`src/rtl/uart_tx_ctrl.sv`:
```
// uart_tx_ctrl: UART transmitter sending one frame (start, LSB-first data, optional parity, stop bits) per accepted byte
// Ports: clk rising-edge clock; rst asynchronous active-low reset;
//        i_data/i_valid/o_ready byte handshake, accepted when i_valid && o_ready at a clock edge;
//        o_tx registered serial line (idle 1); o_busy frame in progress; o_done one-cycle pulse after the last stop bit.
module uart_tx_ctrl #(
  parameter int BAUD_DIV = 434,
  parameter int DATA_BITS = 8,
  parameter int PARITY_EN = 0,
  parameter int PARITY_ODD = 0,
  parameter int STOP_BITS = 1
) (
  input  logic                 clk,
  input  logic                 rst,
  input  logic [DATA_BITS-1:0] i_data,
  input  logic                 i_valid,
  output logic                 o_ready,
  output logic                 o_tx,
  output logic                 o_busy,
  output logic                 o_done
);
  typedef logic [3:0] count_t;
  typedef enum logic [2:0] {IDLE, START, DATA, PARITY, STOP} state_t;
  localparam logic [15:0] DIV_LAST = 16'(BAUD_DIV - 1);
  localparam count_t DATA_LAST = count_t'(DATA_BITS - 1);
  localparam count_t STOP_LAST = count_t'(STOP_BITS - 1);
  state_t state, nxt;
  logic [15:0] cnt, cnt_nxt;
  count_t idx, idx_nxt;
  logic [DATA_BITS-1:0] shift, shift_nxt;
  logic par, par_nxt, tx_nxt, done_nxt, tick, accept;
  always_comb begin
    tick = cnt == DIV_LAST;
    accept = state == IDLE && i_valid;
    nxt = state;
    case (state)
      IDLE:    nxt = accept ? START : IDLE;
      START:   nxt = tick ? DATA : START;
      DATA:    nxt = tick && idx == DATA_LAST ? (PARITY_EN != 0 ? PARITY : STOP) : DATA;
      PARITY:  nxt = tick ? STOP : PARITY;
      STOP:    nxt = tick && idx == STOP_LAST ? IDLE : STOP;
      default: nxt = IDLE;
    endcase
    cnt_nxt = state == IDLE || tick ? '0 : cnt + 16'd1;
    // the bit index restarts at every state change so it can count data bits and then stop bits
    idx_nxt = state == IDLE || (tick && nxt != state) ? '0 : tick ? idx + 4'd1 : idx;
    shift_nxt = accept ? i_data : state == DATA && tick ? shift >> 1 : shift;
    // parity comes from a copy taken at acceptance because the shift register is consumed by then
    par_nxt = accept ? ^i_data ^ (PARITY_ODD != 0) : par;
    // o_tx is registered from next-state values so the line changes together with the state
    tx_nxt = nxt == START ? 1'b0 : nxt == DATA ? shift_nxt[0] : nxt == PARITY ? par_nxt : 1'b1;
    done_nxt = state == STOP && nxt == IDLE;
  end
  always_ff @(posedge clk or negedge rst)
    if (!rst) state <= IDLE;
    else state <= nxt;
  always_ff @(posedge clk or negedge rst)
    if (!rst) begin
      cnt <= '0;
      idx <= '0;
      shift <= '0;
      par <= 1'b0;
      o_tx <= 1'b1;
      o_done <= 1'b0;
    end else begin
      cnt <= cnt_nxt;
      idx <= idx_nxt;
      shift <= shift_nxt;
      par <= par_nxt;
      o_tx <= tx_nxt;
      o_done <= done_nxt;
    end
  assign o_ready = state == IDLE;
  assign o_busy = state != IDLE;
endmodule

```
`config.mk`:
```
export PLATFORM = sky130hd
export DESIGN_NAME = uart_tx_ctrl
export DESIGN_NICKNAME = d
export VERILOG_FILES = /design/src/rtl/uart_tx_ctrl.sv
export SDC_FILE = /design/constraint.sdc
export NUM_CORES = 1
export LEC_CHECK = 0
export ABC_AREA = 1
export CAP_MARGIN = 20
export CELL_PAD_IN_SITES_DETAIL_PLACEMENT = 2
export CELL_PAD_IN_SITES_GLOBAL_PLACEMENT = 2
export CORE_MARGIN = 2
export CORE_UTILIZATION = 25
export CTS_CLUSTER_SIZE = 20
export DETAILED_ROUTE_END_ITERATION = 10
export GPL_TIMING_DRIVEN = 0
export HOLD_SLACK_MARGIN = 0.06
export PLACE_DENSITY_LB_ADDON = 0.1
export SLEW_MARGIN = 30
export SYNTH_ARGS = -nofsm -noshare
export SYNTH_HDL_FRONTEND = slang
export SYNTH_SLANG_ARGS = --single-unit
```
`constraint.sdc`:
```
create_clock -name clk -period 2.1 [get_ports clk]
set_input_delay 0.42 -clock clk [delete_from_list [all_inputs] [get_ports clk]]
set_output_delay 0.42 -clock clk [all_outputs]
set_load 0.05 [all_outputs]
```
==> results.yml, run 1 <==
run_status:
  status: "completed"
worst_setup_path:
  r2r_slack_ns: 0.34
  cp-start-kind: "flip-flop"
  slowest_delay_ns: 0.79
  crit_family: "buffers and inverters"
  crit_chain: "clkdlybuf4s50_1"
  critical_path.max_fanout: 1
  cp_data_arrival_time_ns: 1.60
  r2r_start: "cnt[1]"
  critPathKind: "flip-flop to output port"
  rr_worst_depth: 11
  cpMaxStageDelayCell: "clkdlybuf4s50_1"
  critPathBufInv: 1
  critPathCaptureType: "output port"
  worstPathRequired_ns: 1.68
  r2r-end: "shift[4]"
power_and_ir_drop:
  irDropWorstVdd_mv: 0.206
  power_frac_clock: 0.451
  seqPwrFrac: 0.495
  p_leak_nw: 1.10
  swShare: 0.217
  pwr-share-comb: 0.054
  p_int_w: 0.00104
  pwr_density_cell_mw_per_mm2: 565
  switchingPower_w: 0.000290
timing:
  rsz0062_at_grt: "false"
  holdWs_ns: 0.0598
  setup_viol: 0
  fmax_mhz: 496
  setup_slack_ns: 0.0839
  maxSlewViolCount: 0
  layout_min_cycle_time_ns: 2.02
  hold_violations: 0
  post-route-period-util: 0.960
  relSlewSlack: 0.669
  worst_pin_slew_ns: 0.495
  skew_ns: 0.00489
clocking:
  cts_root_buf: "clkbuf_8"
  cts_tree: "yes"
  clk_latency_ns: 0.29
  cts_setup_buffers: 0
  htreeDepth: 2
  cts_max_path_buffers: 2
  cts.sinks: 34
  numCtsBuffers: 5
  cts.reportedPaths.clkPinSlew_ns: 0.07
routing:
  ant_nets: 0
  routed_wirelength_mm: 5.16
  post_drt_wl_per_cell_um: 13.8
  met1Wirelength_mm: 2.46
  top_layer: "met4"
  dr.pass1.iters: 4
  drt_iter0_markers: 36
  viasPerCell: 4.51
  num_vias: 1686
  drc_errors: 0
  wl_met2_mm: 2.54
  wl_met3_um: 116
logic_synthesis:
  yosysSeqAreaShare: 0.433
  ys_warn_count: 0
  synth_cell_types: 33
  synth-edff-count: 0
  ys_ff_latch: 34
  synth_top_cell_by_area: "dfrtp_1"
  synthCells: 249
  synth.most_common_cell: "nand2_1"
  async_flop_share: 1.00
  avgSynthCellArea_um2: 7.91
  netlist_area_mm2: 0.00197
  synth_area_leaders: "dfrtp_1 (42%), nand2_1 (8.2%), inv_1 (7.4%), nor2_1 (6.5%), nand3_1 (5.6%)"
  synth_common_cells: "nand2_1 (43), inv_1 (39), nor2_1 (34), dfrtp_1 (33), nand3_1 (22)"
  synthFlopType: "dfrtp_1"
  syn-num-nets: 264
  synth_top_area_frac: 0.419
floorplanning:
  initial_core_util: 0.256
  placementRows: 32
  die_area_mm2: 0.00860
  die_h_um: 92.8
  die_w_um: 92.8
  io_pins: 15
  core-area_mm2: 0.00769
placed_design:
  io_buffers: 14
  pre_cts_slack_ns: 0.0538
  routabilityCongestion: 0.668
  dpl.cell_count: 366
  place_area_mm2: 0.00226
  place_hpwl_mm: 4.23
cells_and_area:
  n_antenna_cell: 0
  drive_above_1_share: 0.103
  finish.utilization: 0.307
  n_fill_cell: 915
  fin_area_mm2: 0.00236
  nets: 286
  area_delta_synth_final_pct: 19.9
  layoutNonFillerInstCount: 374
global_routing:
  grt_pass1_vias: 1933
  grt_max_degree: 21
  grt_pass1_wl_mm: 9.47
  antenna_found_initial: 0
  grt_usage: 0.140
  overflow: 0
worst_hold_path:
  min_path_type: "input port to async pin"
flow_run:
  maxCapViolations: 0
## timing repair
| action | 4_1_cts | 5_1_grt |
|---|---|---|
| hold buffers | 0 | 0 |
| endpoints found under the setup margin | 2 | 1 |
| pin swaps | 0 | 0 |
| resized for setup | 2 | 2 |
## metrics by stage
stage               TNS (ns)  total power, W
finish                     0         0.00133
global route               0         0.00140
CTS                        0         0.00137
detailed placement         0        0.000749
global placement      -11.09        0.000742
floorplan                  0        0.000700
## flip-flops by register name (all words and copies together), names as in the netlist
register	flops
state	3
idx	4
o_done	1
shift	8
o_tx	1
par	1
cnt	16
## cell usage in the layout (no fill, tap or decap), types with 3 or more instances in the layout
| cell type | instances |
|---|---|
| xnor2_1 | 6 |
| nand2_2 | 3 |
| clkinv_2 | 3 |
| nor4_1 | 3 |
| clkdlybuf4s50_1 | 11 |
| buf_2 | 3 |
| nor2_1 | 34 |
| ha_1 | 4 |
| o221ai_1 | 6 |
| nor3b_1 | 4 |
| nand2_1 | 43 |
| clkbuf_8 | 5 |
| a21oi_1 | 6 |
| o21ai_0 | 3 |
| dfrtp_1 | 33 |
| nand3_1 | 22 |
| nand4_1 | 4 |
| nor3_1 | 8 |
| inv_1 | 39 |
| xor2_1 | 8 |
## power groups by stage
| stage | logic, W | clock network (W) | registers, W |
|---|---|---|---|
| after floorplan | 0.0000275 | 0 | 0.000673 |
| after global placement | 0.0000683 | 0 | 0.000673 |
| after detailed placement | 0.0000754 | 0 | 0.000673 |
| after CTS | 0.0000758 | 0.000630 | 0.000660 |
| after global routing | 0.0000811 | 0.000660 | 0.000661 |
| final | 0.0000721 | 0.000601 | 0.000661 |
## logic make-up after synthesis
| group | share of synthesized area |
|---|---|
| XOR/XNOR | 0.0623 |
| buffers and inverters | 0.0934 |
| flip-flops | 0.433 |
| AND/OR/NAND/NOR | 0.307 |
| adder cells (fa/ha/maj) | 0.0254 |
| AO/OA/AOI/OAI | 0.0788 |
## metal layers
| layer | track usage | up-vias |
|---|---|---|
| met5 | 0 | - |
| met2 | 0.245 | 15 |
| met4 | 0.0368 | 0 |
| li1 | - | 847 |
| met1 | 0.177 | 819 |
| met3 | 0.0269 | 5 |
## layout make-up
class / instances / area [µm²] / share of cell area
flip-flops and latches: 34 / 852 / 0.361
clock buffers: 5 / 68.8 / 0.0291
plain buffers: 3 / 25.0 / 0.0106
well taps: 102 / 128 / 0.0540
clock inverters: 3 / 40.0 / 0.0169
multi-input cells: 170 / 933 / 0.395
inverters: 42 / 159 / 0.0673
repair buffers: 15 / 156 / 0.0662
## how the worst max path moves through the flow
stage          startpoint  endpoint  slack [ns]  depth (start not counted)
5_1_grt            cnt[0]   cnt[12]        0.03                          8
4_1_cts          state[0]   o_ready       0.007                          4
3_5_place_dp     state[0]   o_ready        0.05                          4
2_1_floorplan    state[0]    idx[2]        0.39                          6
3_3_place_gp          rst       par       -0.34                          1
6_report             o_tx      o_tx        0.08                          1
No activity file was read; power rests on OpenSTA's default activity.
==> inputs of run 2 (changes only) <==
--- a/config.mk
+++ b/config.mk
@@ -9,13 +9,14 @@
 export CAP_MARGIN = 20
 export CELL_PAD_IN_SITES_DETAIL_PLACEMENT = 2
 export CELL_PAD_IN_SITES_GLOBAL_PLACEMENT = 2
-export CORE_MARGIN = 2
+export CORE_MARGIN = 10
 export CORE_UTILIZATION = 25
 export CTS_CLUSTER_SIZE = 20
 export DETAILED_ROUTE_END_ITERATION = 10
 export GPL_TIMING_DRIVEN = 0
 export HOLD_SLACK_MARGIN = 0.06
 export PLACE_DENSITY_LB_ADDON = 0.1
+export SETUP_SLACK_MARGIN = 0.02
 export SLEW_MARGIN = 30
 export SYNTH_ARGS = -nofsm -noshare
 export SYNTH_HDL_FRONTEND = slang
==> constraint.sdc (replaced) <==
create_clock -name clk -period 2.3 [get_ports clk]
set_input_delay 0.46 -clock clk [delete_from_list [all_inputs] [get_ports clk]]
set_output_delay 0.46 -clock clk [all_outputs]
set_load 0.05 [all_outputs]
==> run 2 against run 1 <==
Against the previous run: count of clock-buffer cells in the layout is 3 higher; hold slack improved by 0.065 ns; critical path depth increased by 3; via count increased by 1.5%; first-iteration DRC count rose by 17%; design area fell by 0.90%; wire length rose by 0.58%; clock power decreased by 30%; non-clock buffer count unchanged; sequential share of layout area up 0.33 points; worst setup slack improved by 0.15 ns; register-to-register slack improved by 0.17 ns; highest routed layer unchanged.
==> results.yml, run 2 (synthesis results as in run 1) <==
run_status:
  status: "completed"
power_and_ir_drop:
  irDropWorstVdd_mv: 0.204
  p_leak_nw: 1.09
  pwr_density_cell_mw_per_mm2: 466
placed_design:
  routabilityCongestion: 0.696
  place_hpwl_mm: 4.33
  pre_cts_slack_ns: 0.220
  io_buffers: 14
global_routing:
  grt_usage: 0.0947
  grt_max_degree: 20
  antenna_found_initial: 0
  grt_pass1_vias: 1870
  overflow: 0
  grt_pass1_wl_mm: 9.06
routing:
  ant_nets: 0
  routed_wirelength_mm: 5.19
  drt_iter0_markers: 42
  post_drt_wl_per_cell_um: 13.9
  viasPerCell: 4.57
  dr.pass1.iters: 4
  num_vias: 1711
  drc_errors: 0
cells_and_area:
  layout_commonest_cell: "nand2_1"
  largest_register: "cnt"
  nets: 286
  n_antenna_cell: 0
  multi_input_area_um2: 933
  area_delta_synth_final_pct: 18.9
  drive_above_1_share: 0.0882
  n_fill_cell: 899
  layout_common_cells: "nand2_1 (43), inv_1 (39), nor2_1 (34)"
  largest_reg_flops: 16
  largest_registers: "cnt x16, shift x8, idx x4"
  seq_area_um2: 852
  finish.utilization: 0.305
clocking:
  cts_hold_buffers: 0
  cts_max_path_buffers: 2
  cts_setup_buffers: 0
  clk_latency_ns: 0.27
  cts.reportedPaths.clkPinSlew_ns: 0.07
  cts.sinks: 34
  htreeDepth: 2
  numCtsBuffers: 5
  cts_tree: "yes"
  cts_root_buf: "clkbuf_8"
floorplanning:
  initial_core_util: 0.256
  core-area_mm2: 0.00769
  io_pins: 15
  die_h_um: 109
  placementRows: 32
  die_w_um: 109
  die_area_mm2: 0.0118
worst_setup_path:
  rr_worst_depth: 11
  startpoint: "state[0]"
  r2r_start: "cnt[1]"
  worstPathRequired_ns: 1.84
  endpoint: "o_ready"
  critical_path.max_fanout: 5
  cp_data_arrival_time_ns: 1.61
  critPathCaptureType: "output port"
  r2r_slack_ns: 0.51
  r2r-end: "shift[4]"
  critPathKind: "flip-flop to output port"
  cp-start-kind: "flip-flop"
timing:
  fmax_mhz: 484
  setup_slack_ns: 0.235
  post-route-period-util: 0.898
  layout_min_cycle_time_ns: 2.07
  worst_pin_slew_ns: 0.507
  hold_violations: 0
  skew_ns: 0.00291
  relSlewSlack: 0.662
  setup_viol: 0
  maxSlewViolCount: 0
  rsz0062_at_grt: "false"
worst_hold_path:
  min_path_type: "input port to async pin"
flow_run:
  maxCapViolations: 0
## run 2: changes by cell type in the layout (fill, tap and decap cells not counted), sizes merged
cell,before,now
dlymetal6s2s,0,1
clkinv,3,1
clkbuf,6,8
bufinv,1,0
## run 2: power breakdown
part / switching (W) / internal, W / total [W]
Combinational: 0.0000319 / 0.0000331 / 0.0000651
Sequential: 0.00000150 / 0.000602 / 0.000603
Clock: 0.000206 / 0.000215 / 0.000422
Total: 0.000240 / 0.000850 / 0.00109
## run 2: layout make-up
class,count,area share
multi-input cells,170,0.399
flip-flops and latches,34,0.364
repair buffers,15,0.0700
inverters,42,0.0679
well taps,102,0.0545
clock buffers,8,0.0342
plain buffers,3,0.0107
## run 2: worst max-delay path: stages (launching register included)
cell           delay, ns
dfrtp_1             0.42
inv_1               0.12
nand3_2             0.16
inv_1               0.10
dlygate4sd2_1       0.53
## run 2: what timing repair did
item	CTS	global route
pin swaps	0	0
setup endpoints to repair	1	1
gates resized for setup	1	1
cloned	0	0
## run 2: how the worst min path moves through the flow
stage	slack [ns]	to	cells after the start
2_1_floorplan	0.16	cnt[0]	0
3_5_place_dp	0.44	cnt[6]	1
3_3_place_gp	0.48	par	1
6_report	0.12	cnt[6]	1
5_1_grt	0.14	cnt[6]	1
4_1_cts	0.13	cnt[6]	1
## run 2: layer usage
layer | wire length (µm) | track usage | vias up | share of wire
li1 | - | - | 850 | -
met1 | 2560 | 0.122 | 845 | 0.49
met2 | 2460 | 0.156 | 14 | 0.47
met3 | 136 | 0.0236 | 2 | 0.026
met4 | 32 | 0.0226 | 0 | 0.0062
met5 | 0 | 0 | - | 0
## run 2: through the flow
| stage | setup TNS, ns | power [W] | cell area [µm²] | hold WS, ns | instances |
|---|---|---|---|---|---|
| CTS | 0 | 0.00112 | 2340 | 0.134 | 374 |
| global placement | -6.28 | 0.000677 | 2240 | 0.477 | 365 |
| detailed placement | 0 | 0.000683 | 2260 | 0.442 | 366 |
| global route | 0 | 0.00115 | 2340 | 0.141 | 374 |
| finish | 0 | 0.00109 | 2340 | 0.125 | 374 |
| floorplan | 0 | 0.000640 | 1970 | 0.164 | 249 |
